==> config.mk <==
export PLATFORM = sky130hd
export DESIGN_NAME = alu_sequencer_flat
export DESIGN_NICKNAME = d
export VERILOG_FILES = /design/src/rtl/alu_pkg.sv /design/src/rtl/alu_sequencer_if.sv /design/src/rtl/alu_sequencer_alu.sv /design/src/rtl/alu_sequencer.sv /design/src/flat_wrapper.sv
export SDC_FILE = /design/constraint.sdc
export NUM_CORES = 1
export LEC_CHECK = 0
export CORE_MARGIN = 2
export CORE_UTILIZATION = 40
export CTS_CLUSTER_DIAMETER = 120
export DETAILED_ROUTE_END_ITERATION = 10
export SLEW_MARGIN = 10
export SYNTH_ARGS = -nofsm -noshare
export SYNTH_HDL_FRONTEND = slang
export SYNTH_SLANG_ARGS = --single-unit
export TNS_END_PERCENT = 30
==> constraint.sdc <==
create_clock -name clk -period 3.8 [get_ports clk]
set_clock_uncertainty 0.1 [all_clocks]
set_input_delay 0.57 -clock clk [delete_from_list [all_inputs] [get_ports clk]]
set_output_delay 0.57 -clock clk [all_outputs]
set_load 0.02 [all_outputs]
==> src/rtl/alu_pkg.sv <==
// Shared definitions for the ALU and its command sequencer.
//   - opcode encodings (OP_ADD .. OP_ASR)
//   - flag bit positions inside the 4-bit {C,V,N,Z} flag vector
//   - sequencer FSM state type
//   - is_shift(): true for the opcodes the sequencer repeats under a counter
package alu_pkg;

  localparam logic [2:0] OP_ADD = 3'b000;
  localparam logic [2:0] OP_SUB = 3'b001;
  localparam logic [2:0] OP_AND = 3'b010;
  localparam logic [2:0] OP_OR  = 3'b011;
  localparam logic [2:0] OP_XOR = 3'b100;
  localparam logic [2:0] OP_NOT = 3'b101;
  localparam logic [2:0] OP_SHL = 3'b110;
  localparam logic [2:0] OP_ASR = 3'b111;

  localparam int unsigned FLAG_C = 3;
  localparam int unsigned FLAG_V = 2;
  localparam int unsigned FLAG_N = 1;
  localparam int unsigned FLAG_Z = 0;

  typedef enum logic [1:0] {
    IDLE,
    EXEC,
    RESP
  } state_t;

  function automatic logic is_shift(input logic [2:0] op);
    return (op == OP_SHL) || (op == OP_ASR);
  endfunction

endpackage

==> src/rtl/alu_sequencer_if.sv <==
// Command / response / debug bundle of alu_sequencer.
//   cmd_*  : command stream (valid/ready), master drives, slave accepts
//   rsp_*  : response stream (valid/ready), slave drives, master consumes
//   dbg_*  : combinational register file read port
// master = command issuer (testbench / upstream), slave = alu_sequencer.
interface alu_sequencer_if #(
  parameter int unsigned DATA_W = 16,
  parameter int unsigned AW     = 2,
  parameter int unsigned CNT_W  = 4
);
  logic              cmd_valid;
  logic              cmd_ready;
  logic [2:0]        cmd_op;
  logic [AW-1:0]     cmd_dst;
  logic [AW-1:0]     cmd_srca;
  logic [AW-1:0]     cmd_srcb;
  logic              cmd_use_imm;
  logic [DATA_W-1:0] cmd_imm;
  logic [CNT_W-1:0]  cmd_count;
  logic              rsp_valid;
  logic              rsp_ready;
  logic [DATA_W-1:0] rsp_data;
  logic [3:0]        rsp_flags;
  logic [AW-1:0]     dbg_addr;
  logic [DATA_W-1:0] dbg_data;

  modport master (
    output cmd_valid, cmd_op, cmd_dst, cmd_srca, cmd_srcb, cmd_use_imm,
           cmd_imm, cmd_count, rsp_ready, dbg_addr,
    input  cmd_ready, rsp_valid, rsp_data, rsp_flags, dbg_data
  );

  modport slave (
    input  cmd_valid, cmd_op, cmd_dst, cmd_srca, cmd_srcb, cmd_use_imm,
           cmd_imm, cmd_count, rsp_ready, dbg_addr,
    output cmd_ready, rsp_valid, rsp_data, rsp_flags, dbg_data
  );
endinterface

==> src/rtl/alu_sequencer_alu.sv <==
// Combinational ALU.
//   a, b  : operands
//   op    : opcode (alu_pkg OP_*)
//   y     : result, wraps at DATA_W bits
//   flags : {C,V,N,Z}; C = carry (ADD), borrow (SUB), bit shifted out (SHL/ASR)
//           V = signed overflow for ADD/SUB, 0 otherwise
module alu
  import alu_pkg::*;
#(
  parameter int unsigned DATA_W = 16
) (
  input  logic [DATA_W-1:0] a,
  input  logic [DATA_W-1:0] b,
  input  logic [2:0]        op,
  output logic [DATA_W-1:0] y,
  output logic [3:0]        flags
);

  localparam int unsigned MSB = DATA_W - 1;

  logic c;
  logic v;

  always_comb begin
    y = '0;
    c = 1'b0;
    v = 1'b0;
    case (op)
      OP_ADD: begin
        {c, y} = {1'b0, a} + {1'b0, b};
        v = (a[MSB] == b[MSB]) && (y[MSB] != a[MSB]);
      end
      OP_SUB: begin
        // extended subtraction: top bit is the borrow (A < B unsigned)
        {c, y} = {1'b0, a} - {1'b0, b};
        v = (a[MSB] != b[MSB]) && (y[MSB] != a[MSB]);
      end
      OP_AND: y = a & b;
      OP_OR:  y = a | b;
      OP_XOR: y = a ^ b;
      OP_NOT: y = ~a;
      OP_SHL: begin
        y = {a[MSB-1:0], 1'b0};
        c = a[MSB];
      end
      default: begin
        y = {a[MSB], a[MSB:1]};
        c = a[0];
      end
    endcase
    flags         = '0;
    flags[FLAG_C] = c;
    flags[FLAG_V] = v;
    flags[FLAG_N] = y[MSB];
    flags[FLAG_Z] = (y == '0);
  end

endmodule

==> src/rtl/alu_sequencer.sv <==
// Command-driven front end for the combinational alu.
//   clk, rst : single clock, synchronous active-high reset
//   bus      : alu_sequencer_if slave modport
//              cmd_* accepted in IDLE; operands read from the register file
//              at accept; shifts repeated cmd_count times (0 -> 1);
//              result written to reg[dst] and returned on rsp_*;
//              dbg_data is a combinational read of reg[dbg_addr].
module alu_sequencer
  import alu_pkg::*;
#(
  parameter int unsigned DATA_W = 16,
  parameter int unsigned NREGS  = 4,
  parameter int unsigned CNT_W  = 4
) (
  input  logic            clk,
  input  logic            rst,
  alu_sequencer_if.slave  bus
);

  localparam int unsigned AW = $clog2(NREGS);

  state_t            state;
  state_t            state_nxt;

  logic [DATA_W-1:0] regs [NREGS];
  logic [DATA_W-1:0] a_q;
  logic [DATA_W-1:0] b_q;
  logic [2:0]        op_q;
  logic [AW-1:0]     dst_q;
  logic [CNT_W-1:0]  passes_q;
  logic [DATA_W-1:0] rsp_data_q;
  logic [3:0]        rsp_flags_q;

  logic [DATA_W-1:0] alu_y;
  logic [3:0]        alu_flags;
  logic              last_pass;

  alu #(.DATA_W(DATA_W)) u_alu (
    .a     (a_q),
    .b     (b_q),
    .op    (op_q),
    .y     (alu_y),
    .flags (alu_flags)
  );

  assign last_pass = (passes_q == CNT_W'(1));

  // state register
  always_ff @(posedge clk) begin
    if (rst) state <= IDLE;
    else     state <= state_nxt;
  end

  // next-state logic
  always_comb begin
    state_nxt = state;
    case (state)
      IDLE:    if (bus.cmd_valid) state_nxt = EXEC;
      EXEC:    if (last_pass)     state_nxt = RESP;
      RESP:    if (bus.rsp_ready) state_nxt = IDLE;
      default: state_nxt = IDLE;
    endcase
  end

  // outputs
  always_comb begin
    bus.cmd_ready = (state == IDLE);
    bus.rsp_valid = (state == RESP);
    bus.rsp_data  = rsp_data_q;
    bus.rsp_flags = rsp_flags_q;
    bus.dbg_data  = regs[bus.dbg_addr];
  end

  // datapath: operand latch, pass counter, register file, response capture
  always_ff @(posedge clk) begin
    if (rst) begin
      for (int unsigned i = 0; i < NREGS; i++) regs[i] <= '0;
      a_q         <= '0;
      b_q         <= '0;
      op_q        <= OP_ADD;
      dst_q       <= '0;
      passes_q    <= '0;
      rsp_data_q  <= '0;
      rsp_flags_q <= '0;
    end else begin
      case (state)
        IDLE: begin
          if (bus.cmd_valid) begin
            op_q     <= bus.cmd_op;
            dst_q    <= bus.cmd_dst;
            a_q      <= regs[bus.cmd_srca];
            b_q      <= bus.cmd_use_imm ? bus.cmd_imm : regs[bus.cmd_srcb];
            passes_q <= (is_shift(bus.cmd_op) && (bus.cmd_count != '0))
                        ? bus.cmd_count : CNT_W'(1);
          end
        end
        EXEC: begin
          passes_q <= passes_q - CNT_W'(1);
          // a multi-pass shift feeds each single-bit result back as operand A
          if (is_shift(op_q)) a_q <= alu_y;
          if (last_pass) begin
            regs[dst_q] <= alu_y;
            rsp_data_q  <= alu_y;
            rsp_flags_q <= alu_flags;
          end
        end
        default: ;
      endcase
    end
  end

endmodule

==> src/flat_wrapper.sv <==
// flat-port wrapper written by rule: the top's interface ports become plain ports
module alu_sequencer_flat import alu_pkg::*;
#(
  parameter int unsigned DATA_W = 16,
  parameter int unsigned NREGS  = 4,
  parameter int unsigned CNT_W  = 4
)
  (clk, rst, bus_cmd_valid, bus_cmd_op, bus_cmd_dst, bus_cmd_srca, bus_cmd_srcb, bus_cmd_use_imm, bus_cmd_imm, bus_cmd_count, bus_rsp_ready, bus_dbg_addr, bus_cmd_ready, bus_rsp_valid, bus_rsp_data, bus_rsp_flags, bus_dbg_data);
  alu_sequencer_if #(.DATA_W(DATA_W), .CNT_W(CNT_W)) bus_i ();
  input  logic clk;
  input  logic rst;
  input wire logic [$bits(bus_i.cmd_valid)-1:0] bus_cmd_valid;
  input wire logic [$bits(bus_i.cmd_op)-1:0] bus_cmd_op;
  input wire logic [$bits(bus_i.cmd_dst)-1:0] bus_cmd_dst;
  input wire logic [$bits(bus_i.cmd_srca)-1:0] bus_cmd_srca;
  input wire logic [$bits(bus_i.cmd_srcb)-1:0] bus_cmd_srcb;
  input wire logic [$bits(bus_i.cmd_use_imm)-1:0] bus_cmd_use_imm;
  input wire logic [$bits(bus_i.cmd_imm)-1:0] bus_cmd_imm;
  input wire logic [$bits(bus_i.cmd_count)-1:0] bus_cmd_count;
  input wire logic [$bits(bus_i.rsp_ready)-1:0] bus_rsp_ready;
  input wire logic [$bits(bus_i.dbg_addr)-1:0] bus_dbg_addr;
  output wire logic [$bits(bus_i.cmd_ready)-1:0] bus_cmd_ready;
  output wire logic [$bits(bus_i.rsp_valid)-1:0] bus_rsp_valid;
  output wire logic [$bits(bus_i.rsp_data)-1:0] bus_rsp_data;
  output wire logic [$bits(bus_i.rsp_flags)-1:0] bus_rsp_flags;
  output wire logic [$bits(bus_i.dbg_data)-1:0] bus_dbg_data;
  assign bus_i.cmd_valid = bus_cmd_valid;
  assign bus_i.cmd_op = bus_cmd_op;
  assign bus_i.cmd_dst = bus_cmd_dst;
  assign bus_i.cmd_srca = bus_cmd_srca;
  assign bus_i.cmd_srcb = bus_cmd_srcb;
  assign bus_i.cmd_use_imm = bus_cmd_use_imm;
  assign bus_i.cmd_imm = bus_cmd_imm;
  assign bus_i.cmd_count = bus_cmd_count;
  assign bus_i.rsp_ready = bus_rsp_ready;
  assign bus_i.dbg_addr = bus_dbg_addr;
  assign bus_cmd_ready = bus_i.cmd_ready;
  assign bus_rsp_valid = bus_i.rsp_valid;
  assign bus_rsp_data = bus_i.rsp_data;
  assign bus_rsp_flags = bus_i.rsp_flags;
  assign bus_dbg_data = bus_i.dbg_data;
  alu_sequencer #(.DATA_W(DATA_W), .NREGS(NREGS), .CNT_W(CNT_W)) u_core (.clk(clk), .rst(rst), .bus(bus_i));
endmodule
==> impl_metrics.env, run 1 <==
export IMPL_cts_made_buffers=17
export IMPL_synth_fp_nets=1036
export IMPL_cp_slowest_stage_delay_ps=620
export IMPL_synth_mux_area_share_pct=15.3
export IMPL_drt_pass1_iterations=5
export IMPL_nets=1112
export IMPL_relSlewSlack_pct=40.7
export IMPL_ctsRootBufferMaster="clkbuf_16"
export IMPL_met3_usage_pct=3.75
export IMPL_fp_row_count=54
export IMPL_worst_slew_pin_slew_ps=887
export IMPL_critical_path_endpoint_type="register"
export IMPL_clk_latency_ps=430
export IMPL_grtUsageMet2_pct=39.0
export IMPL_cts_setup_buffers=0
export IMPL_dieWidth_um=154
export IMPL_hold_viol=0
export IMPL_power_density_mw_per_mm2=451
export IMPL_synth_top_cell_area_share_pct=21.4
export IMPL_die_area_mm2=0.0237
export IMPL_cts_tree="built"
export IMPL_clk_pin_slew_ps=60
export IMPL_grt_max_degree=37
export IMPL_drt_iter0_markers=790
export IMPL_p_leak_nw=4.24
export IMPL_critical_path_class="reg -> reg"
export IMPL_slowest_stage="o41ai_1"
export IMPL_switching_share_pct=33.7
export IMPL_ys_types=90
export IMPL_yosysTopAreaCell="edfxtp_1"
export IMPL_final_min_clock_period_ps=3500
export IMPL_crit_arrival_ps=3720
export IMPL_tns_ps=0
export IMPL_finalInstanceArea_mm2=0.0108
export IMPL_grt_use_met1_pct=33.2
export IMPL_holdWs_ps=356
export IMPL_syn_inst=945
export IMPL_register_area_mm2=0.00316
export IMPL_ys_async_sr_fraction_pct=0
export IMPL_htree_levels=4
export IMPL_core_mm2=0.0220
export IMPL_intPower_w=0.00323
export IMPL_area_delta_synth_final_pct=20.4
export IMPL_drc=0
export IMPL_grt_use_total_pct=24.1
export IMPL_initial_core_util_pct=40.9
export IMPL_synth_area_leaders="edfxtp_1 (21%), dfxtp_1 (14%), mux4_2 (12%)"
export IMPL_rsz0062_at_grt="false"
export IMPL_yosys_area_share_simple_pct=16.4
export IMPL_setup_violations=0
export IMPL_final_antenna_net_count=0
export IMPL_fmax_mhz=285
export IMPL_grt_overflow_total=0
export IMPL_drv_slew=0
export IMPL_seq_area_frac_synth_pct=35.2
export IMPL_dominantRegCellSynth="edfxtp_1"
export IMPL_vias=7730
export IMPL_crit_chain="inv_1 > ha_1 > a21oi_1 > o22a_1 > o21ai_1 > o41ai_1 > nand2_1 > and3_4 > o21a_4 > and4_1 > a22o_1"
export IMPL_io_pins=74
export IMPL_port_buffers=73
export IMPL_wire_per_inst_um=21.4
export IMPL_final_cell_mix="nor2_1 (153), clkdlybuf4s50_1 (72), nand2_1 (64), edfxtp_1 (64), dfxtp_1 (62)"
export IMPL_critPathLaunchType="register"
export IMPL_ctsHoldBuffers=0
export IMPL_clkPwrFrac_pct=36.8
export IMPL_synth_compound_area_share_pct=19.1
export IMPL_maxCapViolCount=0
export IMPL_combPwrFrac_pct=30.2
export IMPL_ys_seq_elements=126
export IMPL_switchingPower_w=0.00164
export IMPL_final_common_cell="nor2_1"
export IMPL_avgViaCountPerCell=5.88
export IMPL_synthAdderAreaFrac_pct=7.83
export IMPL_cts_sinks=126
export IMPL_critical_path_peak_fanout=13
export IMPL_grt_pass1_vias=7574
export IMPL_busiest_layer="met2"
export IMPL_dp_hpwl_um=20500
export IMPL_synth_top_family_by_area="compound AO/OA/AOI/OAI gates"
export IMPL_hold_path_class="reg -> reg"
export IMPL_critPathRequiredTime_ps=4020
export IMPL_wirelength_um=28100
export IMPL_syn_cell_area_mm2=0.00898
export IMPL_irDropWorstVdd_mv=0.316
export IMPL_synthXorXnorAreaFrac_pct=0.488
export IMPL_syn_area_per_cell_um2=9.51
export IMPL_multi_input_area_mm2=0.00533
export IMPL_cts_buffer_depth=2
export IMPL_post_route_period_util_pct=92.2
export IMPL_yosysWarnings=0
export IMPL_die_h_um=154
export IMPL_synth_edf_count=64
export IMPL_p_seq_share_pct=33.0
export IMPL_diodes=0
export IMPL_placed_area_mm2=0.0102
export IMPL_fillCellCount=2042
export IMPL_status="completed"
export IMPL_gp_congestion=0.960
export IMPL_drive_gt1_share_pct=16.2
export IMPL_grt_pass1_wl_um=43700
export IMPL_antenna_found_initial=0
==> synth_stat cells, types with 5 or more instances <==
cell type    n
nor2_1     153
edfxtp_1    64
nand2_1     64
dfxtp_1     62
ha_1        53
o21ai_0     50
inv_1       49
mux4_2      49
clkbuf_1    46
a21oi_1     42
mux2i_1     25
a211oi_1    23
o211ai_1    20
a21o_1      18
nor3_1      17
nor2b_1     15
nand2b_1    14
buf_2       12
a31oi_1      9
nand3_1      8
or3_1        6
a211o_1      5
buf_1        5
buf_4        5
nand3b_1     5
nand4_1      5
o22ai_1      5
o31ai_1      5
==> flip-flops by register name, summed over array words and instances (netlist names) <==
name / cells
u_core.b_q: 16
u_core.state: 2
u_core.passes_q: 4
u_core.dst_q: 2
u_core.op_q: 3
u_core.regs: 64
u_core.bus.rsp_data: 15
u_core.bus.rsp_flags: 4
u_core.a_q: 16
==> cell type report <==
type                    count  area share, %
clock buffers              18           3.97
clock inverters            14           1.90
inverters                  52           1.80
multi-input cells         697           49.3
flip-flops and latches    126           29.2
well taps                 280           3.24
repair buffers            127           10.6
==> power by group through the flow <==
stage               clock, W  sequential, W  combinational [W]
CTS                  0.00180        0.00161            0.00144
floorplan                  0        0.00161           0.000951
global placement           0        0.00163            0.00143
global route         0.00186        0.00163            0.00159
finish               0.00179        0.00161            0.00147
detailed placement         0        0.00164            0.00143
==> logic make-up after synthesis <==
group | count (synthesis)
xor+xnor | 5
flops | 126
mux | 76
buf+inv | 122
simple gates | 319
compound gates | 242
fa+ha+maj | 55
==> per-stage QoR <==
step                      instances  util (%)  total power [W]  setup slack (ps)
after detailed placement       1282      46.3          0.00307               221
after floorplan                 945         -          0.00257               777
final                          1314      49.3          0.00487               296
after CTS                      1314      49.2          0.00485               154
after global placement         1282      46.3          0.00306               331
after global routing           1314      49.3          0.00508              36.2
==> timing repair <==
item	CTS	global route
hold endpoints to repair	0	0
gates resized for setup	0	4
endpoints found under the setup margin	0	7
==> routing by layer <==
metal | wire (um) | vias up
met4 | 703 | 0
met3 | 1630 | 42
met2 | 13100 | 287
li1 | - | 3630
met1 | 12700 | 3771
met5 | 0 | -
==> worst max-delay path: cells and delay by family, from the launching register on <==
family                     cells  cell delay [ps]
and+or+nand+nor                3              520
adders and majority gates      1              450
AOI/OAI and AO/OA              6             1800
buffers and inverters          1              110
DFF                            1              410
==> final timing paths <==
kind / startpoint / endpoint / slack, ps / cells after the start
hold / removal: u_core.bus.rsp_data[4]$_SDFFE_PP0P_ / u_core.bus.rsp_data[4]$_SDFFE_PP0P_ / 360 / 1
setup reg to reg: u_core.a_q[6]$_SDFFE_PP0P_ / u_core.bus.rsp_flags[0]$_SDFFE_PP0P_ / 300 / 11
hold reg to reg: u_core.bus.rsp_data[4]$_SDFFE_PP0P_ / u_core.bus.rsp_data[4]$_SDFFE_PP0P_ / 360 / 1
setup / recovery: u_core.a_q[6]$_SDFFE_PP0P_ / u_core.bus.rsp_flags[0]$_SDFFE_PP0P_ / 300 / 11
Power figures use the tool's default switching activity.
==> run 2, diff against run 1 <==
--- a/config.mk
+++ b/config.mk
@@ -12,5 +12,6 @@
 export SLEW_MARGIN = 10
 export SYNTH_ARGS = -nofsm -noshare
 export SYNTH_HDL_FRONTEND = slang
+export SYNTH_HIERARCHICAL = 1
 export SYNTH_SLANG_ARGS = --single-unit
 export TNS_END_PERCENT = 30
==> impl_metrics.env, run 2 <==
export IMPL_nets=1155
export IMPL_hold_path_class="reg -> reg"
export IMPL_crit_arrival_ps=3910
export IMPL_yosysTopAreaCell="edfxtp_1"
export IMPL_final_common_cell="clkdlybuf4s50_1"
export IMPL_irDropWorstVdd_mv=0.293
export IMPL_io_pins=74
export IMPL_critPathRequiredTime_ps=4000
export IMPL_ys_seq_elements=127
export IMPL_initial_core_util_pct=40.8
export IMPL_status="completed"
export IMPL_area_delta_synth_final_pct=19.1
export IMPL_ctsHoldBuffers=0
export IMPL_largest_reg_flops=64
export IMPL_synth_fp_nets=1086
export IMPL_grt_overflow_total=0
export IMPL_critPathLaunchType="register"
export IMPL_placed_area_mm2=0.0107
export IMPL_final_antenna_net_count=0
export IMPL_cts_made_buffers=17
export IMPL_synth_most_common_cell="edfxtp_1"
export IMPL_clk_pin_slew_ps=70
export IMPL_drt_iter0_markers=804
export IMPL_grt_max_degree=34
export IMPL_hold_viol=0
export IMPL_wire_per_inst_um=21.4
export IMPL_synth_area_leaders="edfxtp_1 (20%), dfxtp_1 (13%), ha_1 (6.8%)"
export IMPL_die_area_mm2=0.0252
export IMPL_fp_row_count=56
export IMPL_port_buffers=73
export IMPL_gp_congestion=0.919
export IMPL_diodes=0
export IMPL_r2r_slack_ps=100
export IMPL_fmax_mhz=270
export IMPL_finalInstanceArea_mm2=0.0114
export IMPL_ys_async_sr_fraction_pct=0
export IMPL_grt_pass1_vias=8078
export IMPL_core_mm2=0.0235
export IMPL_yosys_top_cells_count="edfxtp_1 (64), dfxtp_1 (63), a21oi_1 (54)"
export IMPL_crit_reg2reg_launch="u_core/a_q[0]$_SDFFE_PP0P_"
export IMPL_wirelength_um=29800
export IMPL_drc=0
export IMPL_tns_ps=0
export IMPL_drt_pass1_iterations=6
export IMPL_critical_path_endpoint_type="register"
export IMPL_seq_area_frac_synth_pct=33.2
export IMPL_relSlewSlack_pct=30.7
export IMPL_htree_levels=4
export IMPL_ys_types=94
export IMPL_grt_pass1_wl_um=47000
export IMPL_pre_cts_ws_ps=78.6
export IMPL_drive_gt1_share_pct=17.9
export IMPL_p_leak_nw=4.37
export IMPL_final_cell_mix="clkdlybuf4s50_1 (72), buf_4 (66), edfxtp_1 (64)"
export IMPL_clk_latency_ps=420
export IMPL_rsz0062_at_grt="true"
export IMPL_die_h_um=159
export IMPL_avgViaCountPerCell=5.98
export IMPL_power_density_mw_per_mm2=415
export IMPL_ctsRootBufferMaster="clkbuf_16"
export IMPL_critPathLaunch="u_core/a_q[0]$_SDFFE_PP0P_"
export IMPL_maxCapViolCount=0
export IMPL_antenna_found_initial=0
export IMPL_syn_inst=996
export IMPL_synth_top_cell_area_share_pct=20.1
export IMPL_dieWidth_um=159
export IMPL_dp_hpwl_um=21200
export IMPL_post_route_period_util_pct=97.5
export IMPL_cts_sinks=127
export IMPL_vias=8360
export IMPL_critical_path_class="reg -> reg"
export IMPL_dominantRegCellSynth="edfxtp_1"
export IMPL_synth_edf_count=64
export IMPL_fin_ws_ps=96.3
export IMPL_yosysWarnings=6
export IMPL_min_from="u_core/bus.rsp_flags[2]$_SDFFE_PP0P_"
export IMPL_syn_cell_area_mm2=0.00958
export IMPL_regMostFlops="u_core/regs"
export IMPL_cts_tree="built"
export IMPL_grt_use_total_pct=23.6
export IMPL_setup_violations=0
export IMPL_critical_path_peak_fanout=3
export IMPL_cts_buffer_depth=2
export IMPL_syn_area_per_cell_um2=9.61
export IMPL_final_min_clock_period_ps=3700
export IMPL_worst_slew_pin_slew_ps=1040
export IMPL_drv_slew=0
run 2: cell types whose count changed after synthesis, sizes merged, moves of 21 or more:
cell   change
and2      +46
mux4      -33
mux2      +31
nor2     -105
nor3b     +21
buf       +22
nand2     -22
run 2: what timing repair did:
action,4_1_cts,5_1_grt
setup endpoints to repair,0,8
gates resized for setup,0,11
setup buffers,0,4
run 2: power by group:
part	switching, W	internal (W)	total (W)
Sequential	0.0000917	0.00152	0.00161
Combinational	0.000873	0.000651	0.00152
Clock	0.000675	0.000920	0.00160
Total	0.00164	0.00309	0.00473
run 2: cell families (layout without fill, tap and decap cells):
group | count (synthesis) | after routing | share of synthesized area, %
DFF | 127 | 127 | 33.2
buffers and inverters | 144 | 226 | 7.08
and+or+nand+nor | 264 | 264 | 16.4
muxes | 88 | 88 | 11.7
AOI/OAI and AO/OA | 312 | 312 | 23.7
adders and majority gates | 54 | 54 | 7.21
xor gates and xnor gates | 7 | 7 | 0.640
run 2: per-layer routing:
layer  vias to the layer above  routed length, um  GRT usage, %
li1                       3917                  -             -
met3                        28               1740          3.47
met4                         0                361          5.59
met5                         -                  0             0
met2                       284              14600          39.8
met1                      4131              13200          31.8
run 2: final timing paths:
check	end	depth (start not counted)
max	u_core/a_q[14]$_SDFFE_PP0P_	14
min	u_core/bus.rsp_flags[2]$_SDFFE_PP0P_	1
max reg2reg	u_core/a_q[14]$_SDFFE_PP0P_	14
min reg2reg	u_core/bus.rsp_flags[2]$_SDFFE_PP0P_	1
run 2: per-stage QoR:
step                      hold slack [ps]  total power, W  instances  utilization, %
after CTS                             380         0.00470       1393            48.2
after global routing                  398         0.00496       1397            48.6
final                                 381         0.00473       1397            48.6
after detailed placement              359         0.00311       1361            45.8
after floorplan                       370         0.00259        996               -
after global placement                359         0.00310       1361            45.8
run 2: critical path: stages (launching register included):
cell	delay, ps
dfxtp_2	340
inv_1	70
ha_2	210
fa_2	410
or2_0	230
a221oi_2	340
o41ai_4	150
o21a_1	210
o31a_1	240
o32ai_2	140
mux2i_1	220
o211ai_1	190
o21bai_4	220
o21a_1	180
o311a_1	320
run 2: cell type report:
| cell class | instances | area [um^2] |
|---|---|---|
| timing repair buffer | 141 | 1260 |
| inverter | 53 | 199 |
| multi-input combinational | 725 | 5780 |
| tap | 319 | 399 |
| sequential | 127 | 3190 |
| fill | 2232 | 12100 |
| clock buffer | 17 | 425 |
| clock inverter | 15 | 149 |
